<file path="config.mk">
export PLATFORM = sky130hd
export DESIGN_NAME = seq_signed_multiplier
export DESIGN_NICKNAME = d
export VERILOG_FILES = /design/src/rtl/seq_signed_multiplier.sv
export SDC_FILE = /design/constraint.sdc
export NUM_CORES = 1
export LEC_CHECK = 0
export ABC_AREA = 1
export CAP_MARGIN = 20
export CORE_ASPECT_RATIO = 1.1
export CORE_MARGIN = 8
export CORE_UTILIZATION = 40
export CTS_CLUSTER_SIZE = 8
export DETAILED_ROUTE_END_ITERATION = 10
export DONT_BUFFER_PORTS = 1
export HOLD_SLACK_MARGIN = 0.03
export MAX_ROUTING_LAYER = met4
export PLACE_DENSITY = 0.56
export SETUP_SLACK_MARGIN = 0.05
export SYNTH_ARGS = -nofsm -noshare
export SYNTH_HDL_FRONTEND = slang
export SYNTH_SLANG_ARGS = --single-unit
</file>
<file path="constraint.sdc">
create_clock -name clk -period 2.8 [get_ports clk]
set_clock_uncertainty 0.05 [all_clocks]
set_input_delay 0.56 -clock clk [delete_from_list [all_inputs] [get_ports clk]]
set_output_delay 0.56 -clock clk [all_outputs]
set_load 0.03 [all_outputs]
</file>
<file path="src/rtl/seq_signed_multiplier.sv">
// seq_signed_multiplier
//   Iterative signed/unsigned multiplier. Operands are captured as magnitudes,
//   multiplied by a WIDTH-step shift-add loop sharing a single adder, and the
//   sign is applied in a final fix-up step. The product is held until the
//   next completion.
//
// Ports:
//   clk          rising-edge clock
//   rst_n        asynchronous active-low reset
//   start        operation request, sampled only while idle
//   signed_mode  1: operands are two's complement, 0: unsigned
//   x, y         multiplicand / multiplier (WIDTH bits), captured with start
//   busy         high while an operation is in flight
//   done         one-cycle pulse when product has been updated
//   product      2*WIDTH-bit result, held between completions
module seq_signed_multiplier #(
  parameter int WIDTH = 5,
  localparam int CNT_W = $clog2(WIDTH + 1)
) (
  input  logic                 clk,
  input  logic                 rst_n,
  input  logic                 start,
  input  logic                 signed_mode,
  input  logic [WIDTH-1:0]     x,
  input  logic [WIDTH-1:0]     y,
  output logic                 busy,
  output logic                 done,
  output logic [2*WIDTH-1:0]   product
);

  typedef enum logic [1:0] {IDLE, CALC, FIX} state_t;

  localparam logic [WIDTH-1:0]   ONE_W    = {{(WIDTH-1){1'b0}}, 1'b1};
  localparam logic [2*WIDTH-1:0] ONE_2W   = {{(2*WIDTH-1){1'b0}}, 1'b1};
  localparam logic [CNT_W-1:0]   CNT_ONE  = {{(CNT_W-1){1'b0}}, 1'b1};
  localparam logic [CNT_W-1:0]   CNT_LAST = CNT_W'(WIDTH - 1);

  state_t               state_reg,   state_next;
  logic [2*WIDTH-1:0]   acc_reg,     acc_next;
  logic [WIDTH-1:0]     mag_x_reg,   mag_x_next;
  logic [WIDTH-1:0]     mag_y_reg,   mag_y_next;
  logic [CNT_W-1:0]     cnt_reg,     cnt_next;
  logic                 neg_reg,     neg_next;
  logic [2*WIDTH-1:0]   product_reg, product_next;
  logic                 done_reg,    done_next;

  // The one shared adder: upper half of the accumulator plus the (gated)
  // multiplicand magnitude, with the carry kept as bit WIDTH.
  logic [WIDTH:0]       sum;

  always_comb begin
    state_next   = state_reg;
    acc_next     = acc_reg;
    mag_x_next   = mag_x_reg;
    mag_y_next   = mag_y_reg;
    cnt_next     = cnt_reg;
    neg_next     = neg_reg;
    product_next = product_reg;
    done_next    = 1'b0;
    sum          = {1'b0, acc_reg[2*WIDTH-1:WIDTH]} +
                   (mag_y_reg[0] ? {1'b0, mag_x_reg} : {(WIDTH+1){1'b0}});

    case (state_reg)
      IDLE: begin
        if (start) begin
          state_next = CALC;
          // Magnitudes are kept as unsigned WIDTH-bit values, so the most
          // negative operand (e.g. -16 for WIDTH=5) maps exactly to 2^(W-1).
          mag_x_next = (signed_mode && x[WIDTH-1]) ? (~x + ONE_W) : x;
          mag_y_next = (signed_mode && y[WIDTH-1]) ? (~y + ONE_W) : y;
          neg_next   = signed_mode & (x[WIDTH-1] ^ y[WIDTH-1]);
          acc_next   = '0;
          cnt_next   = '0;
        end
      end

      CALC: begin
        // Shift {carry, acc} right by one; the carry lands in the MSB.
        acc_next   = {sum, acc_reg[WIDTH-1:1]};
        mag_y_next = mag_y_reg >> 1;
        cnt_next   = cnt_reg + CNT_ONE;
        if (cnt_reg == CNT_LAST) begin
          state_next = FIX;
        end
      end

      FIX: begin
        product_next = neg_reg ? (~acc_reg + ONE_2W) : acc_reg;
        done_next    = 1'b1;
        state_next   = IDLE;
      end

      default: begin
        state_next = IDLE;
      end
    endcase
  end

  always_ff @(posedge clk or negedge rst_n) begin
    if (!rst_n) begin
      state_reg   <= IDLE;
      acc_reg     <= '0;
      mag_x_reg   <= '0;
      mag_y_reg   <= '0;
      cnt_reg     <= '0;
      neg_reg     <= 1'b0;
      product_reg <= '0;
      done_reg    <= 1'b0;
    end else begin
      state_reg   <= state_next;
      acc_reg     <= acc_next;
      mag_x_reg   <= mag_x_next;
      mag_y_reg   <= mag_y_next;
      cnt_reg     <= cnt_next;
      neg_reg     <= neg_next;
      product_reg <= product_next;
      done_reg    <= done_next;
    end
  end

  assign busy    = (state_reg != IDLE);
  assign done    = done_reg;
  assign product = product_reg;

endmodule

</file>
=== After elaboration in Yosys (flattened, before gate mapping) ===
Index checks and enable logic that the tools add are counted.

* Input bits: 14
* Output and inout port bits: 12
* Register bits: 37
* Logic and storage cells: 45

* Reduce and logical (&&, ||, !) cells: 8
* Add/sub/neg operators: 5
* Eq/ne operators: 5
* Multiplexer cells: 14
* Bitwise gates (word level): 5

{| class="wikitable"
|+ Operators with widths
! operator !! count
|-
| $mux 10 || 2
|-
| $mux 5 || 4
|-
| $pmux 10 s2 || 1
|-
| $add 10x1->10 const B || 1
|-
| $add 5x1->5 const B || 2
|-
| $not 10->10 || 1
|-
| $not 5->5 || 2
|-
| $pmux 5 s2 || 1
|-
| $add 5x5->6 || 1
|-
| $pmux 3 s2 || 1
|-
| $reduce_and 2->1 || 3
|-
| $mux 2 || 2
|-
| $ne 2x2->1 const B || 2
|-
| $pmux 2 s2 || 1
|-
| $reduce_bool 2->1 || 2
|-
| $add 3x1->3 const B || 1
|-
| $eq 3x3->1 const B || 1
|-
| $mux 3 || 1
|-
| $eq 2x1->1 const B || 1
|-
| $eq 2x2->1 const B || 1
|-
| $logic_and 1x1->1 || 2
|-
| $logic_not 2->1 || 1
|-
| $and 1x1->1 || 1
|-
| $mux 1 || 1
|-
| $xor 1x1->1 || 1
|}

=== Longest topological paths before layout ===
Gate-level depths: netlist of run 1.

* Depth after elaboration: 5
* Depth in mapped cells: 10
* Depth with buffers taken out: 10

=== Least setup slack after synthesis of run 1 ===
OpenSTA, ideal clock, no wires.

* Path kind: flip-flop to flip-flop
* Start: reg mag_y_reg[0]
* End: reg acc_reg[8]
* Data arrival time: 1.415 ns
* Cell stages (with the launch flop): 11
* Library setup time: 0.128 ns
* Setup slack: 1.207 ns
* Clock period less this slack: 1.593 ns
* Required time: 2.622 ns
* Path buffers: 0
* Cells stage by stage: dfrtp_1 > nand2_1 > inv_1 > ha_1 > fa_1 > nand2_1 > nand2_1 > nand2_1 > nand3_1 > nand2_1 > o22ai_2

* Word-level cells in the longest chain between the ends: 3

{| class="wikitable"
|+ Ends and longest elaborated chain
! what !! RTL line !! RTL
|-
| from (decl) || 41 || <nowiki>logic [WIDTH-1:0] mag_y_reg, mag_y_next;</nowiki>
|-
| from (signal assigned) || 113 || <nowiki>mag_y_reg <= mag_y_next;</nowiki>
|-
| $mux 5 || 61 || <nowiki>(mag_y_reg[0] ? {1'b0, mag_x_reg} : {(WIDTH+1){1'b0}});</nowiki>
|-
| $add 5x5->6 || 60 || <nowiki>sum = {1'b0, acc_reg[2*WIDTH-1:WIDTH]} +</nowiki>
|-
| $pmux 10 s2 || 63 || <nowiki>case (state_reg)</nowiki>
|-
| to (signal assigned) || 111 || <nowiki>acc_reg <= acc_next;</nowiki>
|-
| to (decl) || 39 || <nowiki>logic [2*WIDTH-1:0] acc_reg, acc_next;</nowiki>
|}

Every way passes these cells.
A chain may end at the register's enable or synchronous reset.

=== Final worst setup path of run 1 ===
Ends and elaborated chain as after synthesis.

==> results of run 1 <==
==> layout by cell type (no fill, tap or decap), drive strengths merged <==
cell	netlist	final
buf	5	1
xor2	5	5
a21oi	8	8
dfrtp	37	37
xnor2	1	1
nor3	1	1
o22ai	8	8
o211ai	3	3
a31oi	1	1
ha	10	10
nand2	72	72
o21ai	21	21
clkbuf	0	7
nor3b	1	1
inv	38	38
nor2	19	19
nand3	20	20
fa	1	1
==> critical path, cell delays in order (launching register included) <==
cell     delay, ns
dfrtp_1       0.44
nand2_1       0.09
inv_1         0.04
ha_1          0.19
fa_1          0.38
nand2_1       0.09
nand2_1       0.05
nand2_1       0.07
nand3_1       0.07
nand2_1       0.07
o22ai_2       0.06
==> per-stage QoR <==
step	hold slack (ns)	total power, uW	std cells	util, %	instance area [sq um]
after CTS	0.0545	2470	312	44.4	2220
final	0.0527	2430	312	44.4	2220
after global routing	0.0605	2670	312	44.4	2220
after floorplan	0.214	1900	251	-	2080
after detailed placement	0.216	2070	304	42.2	2110
after global placement	0.216	2060	304	42.2	2110
==> worst max path at each step <==
stage / cells past startpoint / from / to
floorplan: 10 / mag_y_reg[0]$_DFFE_PN0P_ / acc_reg[8]$_DFFE_PN0P_
global placement: 10 / mag_y_reg[0]$_DFFE_PN0P_ / acc_reg[8]$_DFFE_PN0P_
detailed placement: 10 / mag_y_reg[0]$_DFFE_PN0P_ / acc_reg[8]$_DFFE_PN0P_
CTS: 10 / mag_y_reg[0]$_DFFE_PN0P_ / acc_reg[8]$_DFFE_PN0P_
global route: 10 / mag_y_reg[0]$_DFFE_PN0P_ / acc_reg[8]$_DFFE_PN0P_
finish: 10 / mag_y_reg[0]$_DFFE_PN0P_ / acc_reg[8]$_DFFE_PN0P_
==> power groups by stage <==
stage	Clock, uW	Combinational [uW]	Sequential (uW)
floorplan	0	876	1030
global placement	0	976	1080
detailed placement	0	978	1090
CTS	395	997	1080
global route	412	1150	1110
finish	379	976	1070
==> cell families after synthesis <==
| kind of cell | synth area share (%) |
|---|---|
| AND/OR/NAND/NOR | 24.8 |
| AO/OA/AOI/OAI | 12.1 |
| buffers and inverters | 9.04 |
| flip-flops | 44.6 |
| XOR/XNOR | 2.53 |
| adder cells (fa/ha/maj) | 6.99 |
==> layer usage <==
layer / track usage (%) / up-vias / part of all wire, %
li1: - / 810 / -
met1: 13.4 / 675 / 48
met2: 18.3 / 35 / 44
met3: 2.88 / 7 / 6.2
met4: 5.35 / 0 / 2.1
met5: - / - / 0
==> layout make-up <==
cell class	count	area (sq um)
fill	511	2780
multi-input combinational	171	963
inverter	38	150
sequential	37	926
timing repair buffer	1	20.0
tap	58	72.6
clock buffer	7	86.3
==> flow_summary.yaml, run 1 <==
synth:
  yosys_warnings: 0
  synthDistinctLibCells: 28
  post-synth-top-area-cell: "dfrtp_1"
  yosysMostFrequentCell: "nand2_1"
  yosys-top-cells-area: "dfrtp_1 (45%), nand2_1 (13%), ha_1 (6.0%)"
  synth.ff_latch_count: 37
  syn_area_sq_um: 2080
  synth.net_count: 276
  syn_area_per_cell_sq_um: 8.27
  seq_area_frac_synth_pct: 44.6
  synth-async-reset-ratio_pct: 100
  synthesis.instances: 251
  synth-edff-count: 0
  netlist.area_leader.share_pct: 44.6
  synth_flop_cell: "dfrtp_1"
  yosys-top-cells-count: "nand2_1 (72), dfrtp_1 (37), inv_1 (32)"
pwr:
  ir_drop_mv: 0.307
  sequentialPowerShare_pct: 44.2
  power_frac_clock_pct: 15.6
  power.density_cell_area_nw_per_um2: 1100
  power.leakage_uw: 0.00114
  power_frac_comb_pct: 40.2
  power_switching_uw: 1120
  sw_frac_of_total_pct: 46.2
  cell_internal_pwr_uw: 1310
timing:
  finalHoldViolCount: 0
  final_number_of_max_transition_violations: 0
  post_route_setup_slack_ns: 1.09
  timing.final.setup_violations: 0
  finalCriticalPeriod_ns: 1.71
  layout_worst_path_cycle_share_pct: 61.1
  achievable-frequency_ghz: 0.584
  slew_headroom_pct: 71.0
  grt_setup_unrepaired: "false"
  worst-slew-pin-transition_ns: 0.434
  timing.setup.tns_ns: 0
critical_path:
  endpoint_kind: "flip-flop"
  regToRegStartpoint: "mag_y_reg[0]$_DFFE_PN0P_"
  timing.critical_path.from_type: "flip-flop"
  timing.setup.critical_path_class: "reg2reg"
  reg2regPathDepth: 10
  cp_data_required_time_ns: 2.93
  reg2reg_end: "acc_reg[8]$_DFFE_PN0P_"
  critical_path.max_fanout: 6
  rrSetupSlack_ns: 1.09
  timing.critical_path.arrival_ns: 1.84
final_layout:
  antenna_cells_inserted: 0
  areaGrowthSynthToFinish_pct: 6.81
  fin_nets: 279
  drive_gt1_share_pct: 9.45
place:
  place_worst_setup_slack_ns: 1.10
  dp_hpwl_um: 2980
  finalWeightedCongestion: 0.784
  io_buffer_count: 0
clock_network:
  clk_path_buf_depth: 2
  clk_pin_slew_ns: 0.07
  worst_skew_pair.late_latency_ns: 0.29
  numCtsBuffers: 5
  clock-root-buffer: "clkbuf_8"
  clock_tree_from_tritoncts: "yes"
  cts_resized: 0
  cts_sinks: 37
  cts_hold_buffers: 1
  post_cts_buffers: 0
  htreeDepth: 2
run_status:
  outcome: "finished clean"
grt:
  antenna_found_initial: 0
  grt_start_max_net_pins: 38
  globalRouteTotalUtil_pct: 11.6
  overflow: 0
  first_global_vias: 1591
  grt_pass1_wl_um: 7160
floorplan:
  ioPinCount: 26
  initial_utilization_pct: 41.5
  die_y_um: 91.6
  die_area_sq_um: 7760
  floorplan_core_area_sq_um: 5000
  placementRows: 27
  die_width_um: 84.7
route:
  drcViolationCount: 0
  drt_pass1_iterations: 6
  drtIter0Drc: 63
  viasPerCell: 4.89
  totalWireLength_um: 3990
  routed_wire_length_per_instance_um: 12.8
  vias_post_dr: 1527
  antenna_left: 0
job:
  max-cap-violations: 0
min_path:
  min_path_type: "in2async"
Note: power is estimated with default switching activity, not from simulation.
==> inputs of run 2 (changes only) <==
--- a/config.mk
+++ b/config.mk
@@ -15,7 +15,7 @@
 export DONT_BUFFER_PORTS = 1
 export HOLD_SLACK_MARGIN = 0.03
 export MAX_ROUTING_LAYER = met4
-export PLACE_DENSITY = 0.56
+export PLACE_DENSITY = 0.58
 export SETUP_SLACK_MARGIN = 0.05
 export SYNTH_ARGS = -nofsm -noshare
 export SYNTH_HDL_FRONTEND = slang
==> constraint.sdc (replaced) <==
create_clock -name clk -period 1.5 [get_ports clk]
set_clock_uncertainty 0.05 [all_clocks]
set_input_delay 0.3 -clock clk [delete_from_list [all_inputs] [get_ports clk]]
set_output_delay 0.3 -clock clk [all_outputs]
set_load 0.03 [all_outputs]
==> flow_summary.yaml, run 2 (synthesis results as in run 1) <==
route:
  vias_post_dr: 1572
  viasPerCell: 4.87
  routed_wire_length_per_instance_um: 13.0
  drtIter0Drc: 43
  drcViolationCount: 0
  drt_pass1_iterations: 4
  totalWireLength_um: 4190
  antenna_left: 0
timing:
  slew_headroom_pct: 79.3
  layout_worst_path_cycle_share_pct: 105
  achievable-frequency_ghz: 0.634
  finalCriticalPeriod_ns: 1.58
  worst-slew-pin-transition_ns: 0.310
  timing.final.setup_violations: 2
  grt_setup_unrepaired: "true"
  final_number_of_max_transition_violations: 0
  post_route_setup_slack_ns: -0.0763
  finalHoldViolCount: 0
clock_network:
  clock_tree_from_tritoncts: "yes"
  cts_sinks: 37
  worst_skew_pair.late_latency_ns: 0.29
  clk_path_buf_depth: 2
  clk_pin_slew_ns: 0.07
  clock-root-buffer: "clkbuf_8"
  htreeDepth: 2
  numCtsBuffers: 5
final_layout:
  mostFrequentLayoutCells: "nand2_1 (70), dfrtp_1 (37), inv_1 (30)"
  antenna_cells_inserted: 0
  areaGrowthSynthToFinish_pct: 14.3
  layout.cells.most_common: "nand2_1"
  fill_cells: 491
  drive_gt1_share_pct: 17.0
  multi_input_comb_area_sq_um: 1020
  seq_area_sq_um: 926
  fin_nets: 290
floorplan:
  die_area_sq_um: 7760
  initial_utilization_pct: 41.5
  ioPinCount: 26
  placementRows: 27
  die_y_um: 91.6
  die_width_um: 84.7
  floorplan_core_area_sq_um: 5000
grt:
  globalRouteTotalUtil_pct: 12.0
  grt_pass1_wl_um: 7380
  grt_start_max_net_pins: 38
  antenna_found_initial: 0
  overflow: 0
  first_global_vias: 1591
critical_path:
  cp_data_required_time_ns: 1.62
  timing.critical_path.arrival_ns: 1.70
  critical_path.max_fanout: 3
  endpoint_kind: "flip-flop"
  timing.critical_path.from_type: "flip-flop"
  timing.setup.critical_path_class: "reg2reg"
place:
  io_buffer_count: 0
  finalWeightedCongestion: 0.765
  place_worst_setup_slack_ns: -0.117
  dp_hpwl_um: 3020
run_status:
  failing_checks: "setup timing"
  outcome: "complete, but fails checks"
pwr:
  power.leakage_uw: 0.00120
  ir_drop_mv: 0.671
  power.density_cell_area_nw_per_um2: 2060
  design_power_total_uw: 4880
min_path:
  min_path_type: "in2reg"
job:
  max-cap-violations: 0
-- run 2: cell types whose count changed in the layout (fill, tap and decap cells not counted), sizes merged --
cell / before / now
dlygate4sd3: 0 / 1
buf: 1 / 11
-- run 2: path summary, 6_finish.rpt --
path                                       endpoint  cells past startpoint                startpoint  slack [ns]
setup / recovery             acc_reg[8]$_DFFE_PN0P_                     10  mag_y_reg[0]$_DFFE_PN0P_       -0.08
hold / removal             mag_x_reg[4]$_DFFE_PN0P_                      2                      x[4]        0.12
setup reg to reg             acc_reg[8]$_DFFE_PN0P_                     10  mag_y_reg[0]$_DFFE_PN0P_       -0.08
hold reg to reg            mag_x_reg[2]$_DFFE_PN0P_                      2  mag_x_reg[2]$_DFFE_PN0P_        0.45
max in group asynchronous    cnt_reg[2]$_DFFE_PN0P_                      2                     rst_n        0.79
min in group asynchronous    product[3]$_DFFE_PN0P_                      2                     rst_n        0.42
-- run 2: worst max-delay path, stage by stage (launching register included) --
cell,delay [ns]
dfrtp_1,0.39
nand2_1,0.08
inv_2,0.05
ha_4,0.15
fa_2,0.34
nand2_2,0.08
nand2_1,0.05
nand2_1,0.07
nand3_1,0.07
nand2_1,0.07
o22ai_2,0.06
-- run 2: power by group --
part / switching (uW) / internal [uW] / total (uW)
combinational: 1300 / 900 / 2200
sequential: 585 / 1410 / 2000
clock: 324 / 364 / 689
total: 2210 / 2680 / 4880
-- run 2: per-stage QoR --
stage                     utilization [%]  area [sq um]  cells  TNS [ns]  hold WS (ns)
final                                47.5          2370    323    -0.118         0.125
after floorplan                         -          2080    251   -0.0328       -0.0456
after global placement               43.6          2180    311    -0.108       -0.0444
after CTS                            46.8          2340    322    -0.138         0.121
after global routing                 47.5          2370    323    -0.429         0.148
after detailed placement             43.6          2180    311    -0.162       -0.0443
-- run 2: repair_timing --
item | 4_1_cts | 5_1_grt
endpoints found under the setup margin | 5 | 6
pin swaps | 4 | 1
endpoints found under the hold margin | 37 | 0
hold buffers | 2 | 0
resized for setup | 6 | 4
buffers inserted | 2 | 1
-- run 2: area by class of cell --
cell class	instances	share of cell area, %
clock buffers	7	3.64
flip-flops and latches	37	39.0
multi-input cells	171	43.0
inverters	38	6.33
well taps	58	3.06
repair buffers	12	4.96
-- run 2: per-layer routing --
metal / up-vias / wire, um / GRT usage (%)
met2: 33 / 1930 / 18.6
met5: - / 0 / -
met4: 0 / 59 / 4.46
met3: 4 / 218 / 3.15
met1: 706 / 1980 / 14.5
li1: 829 / - / -
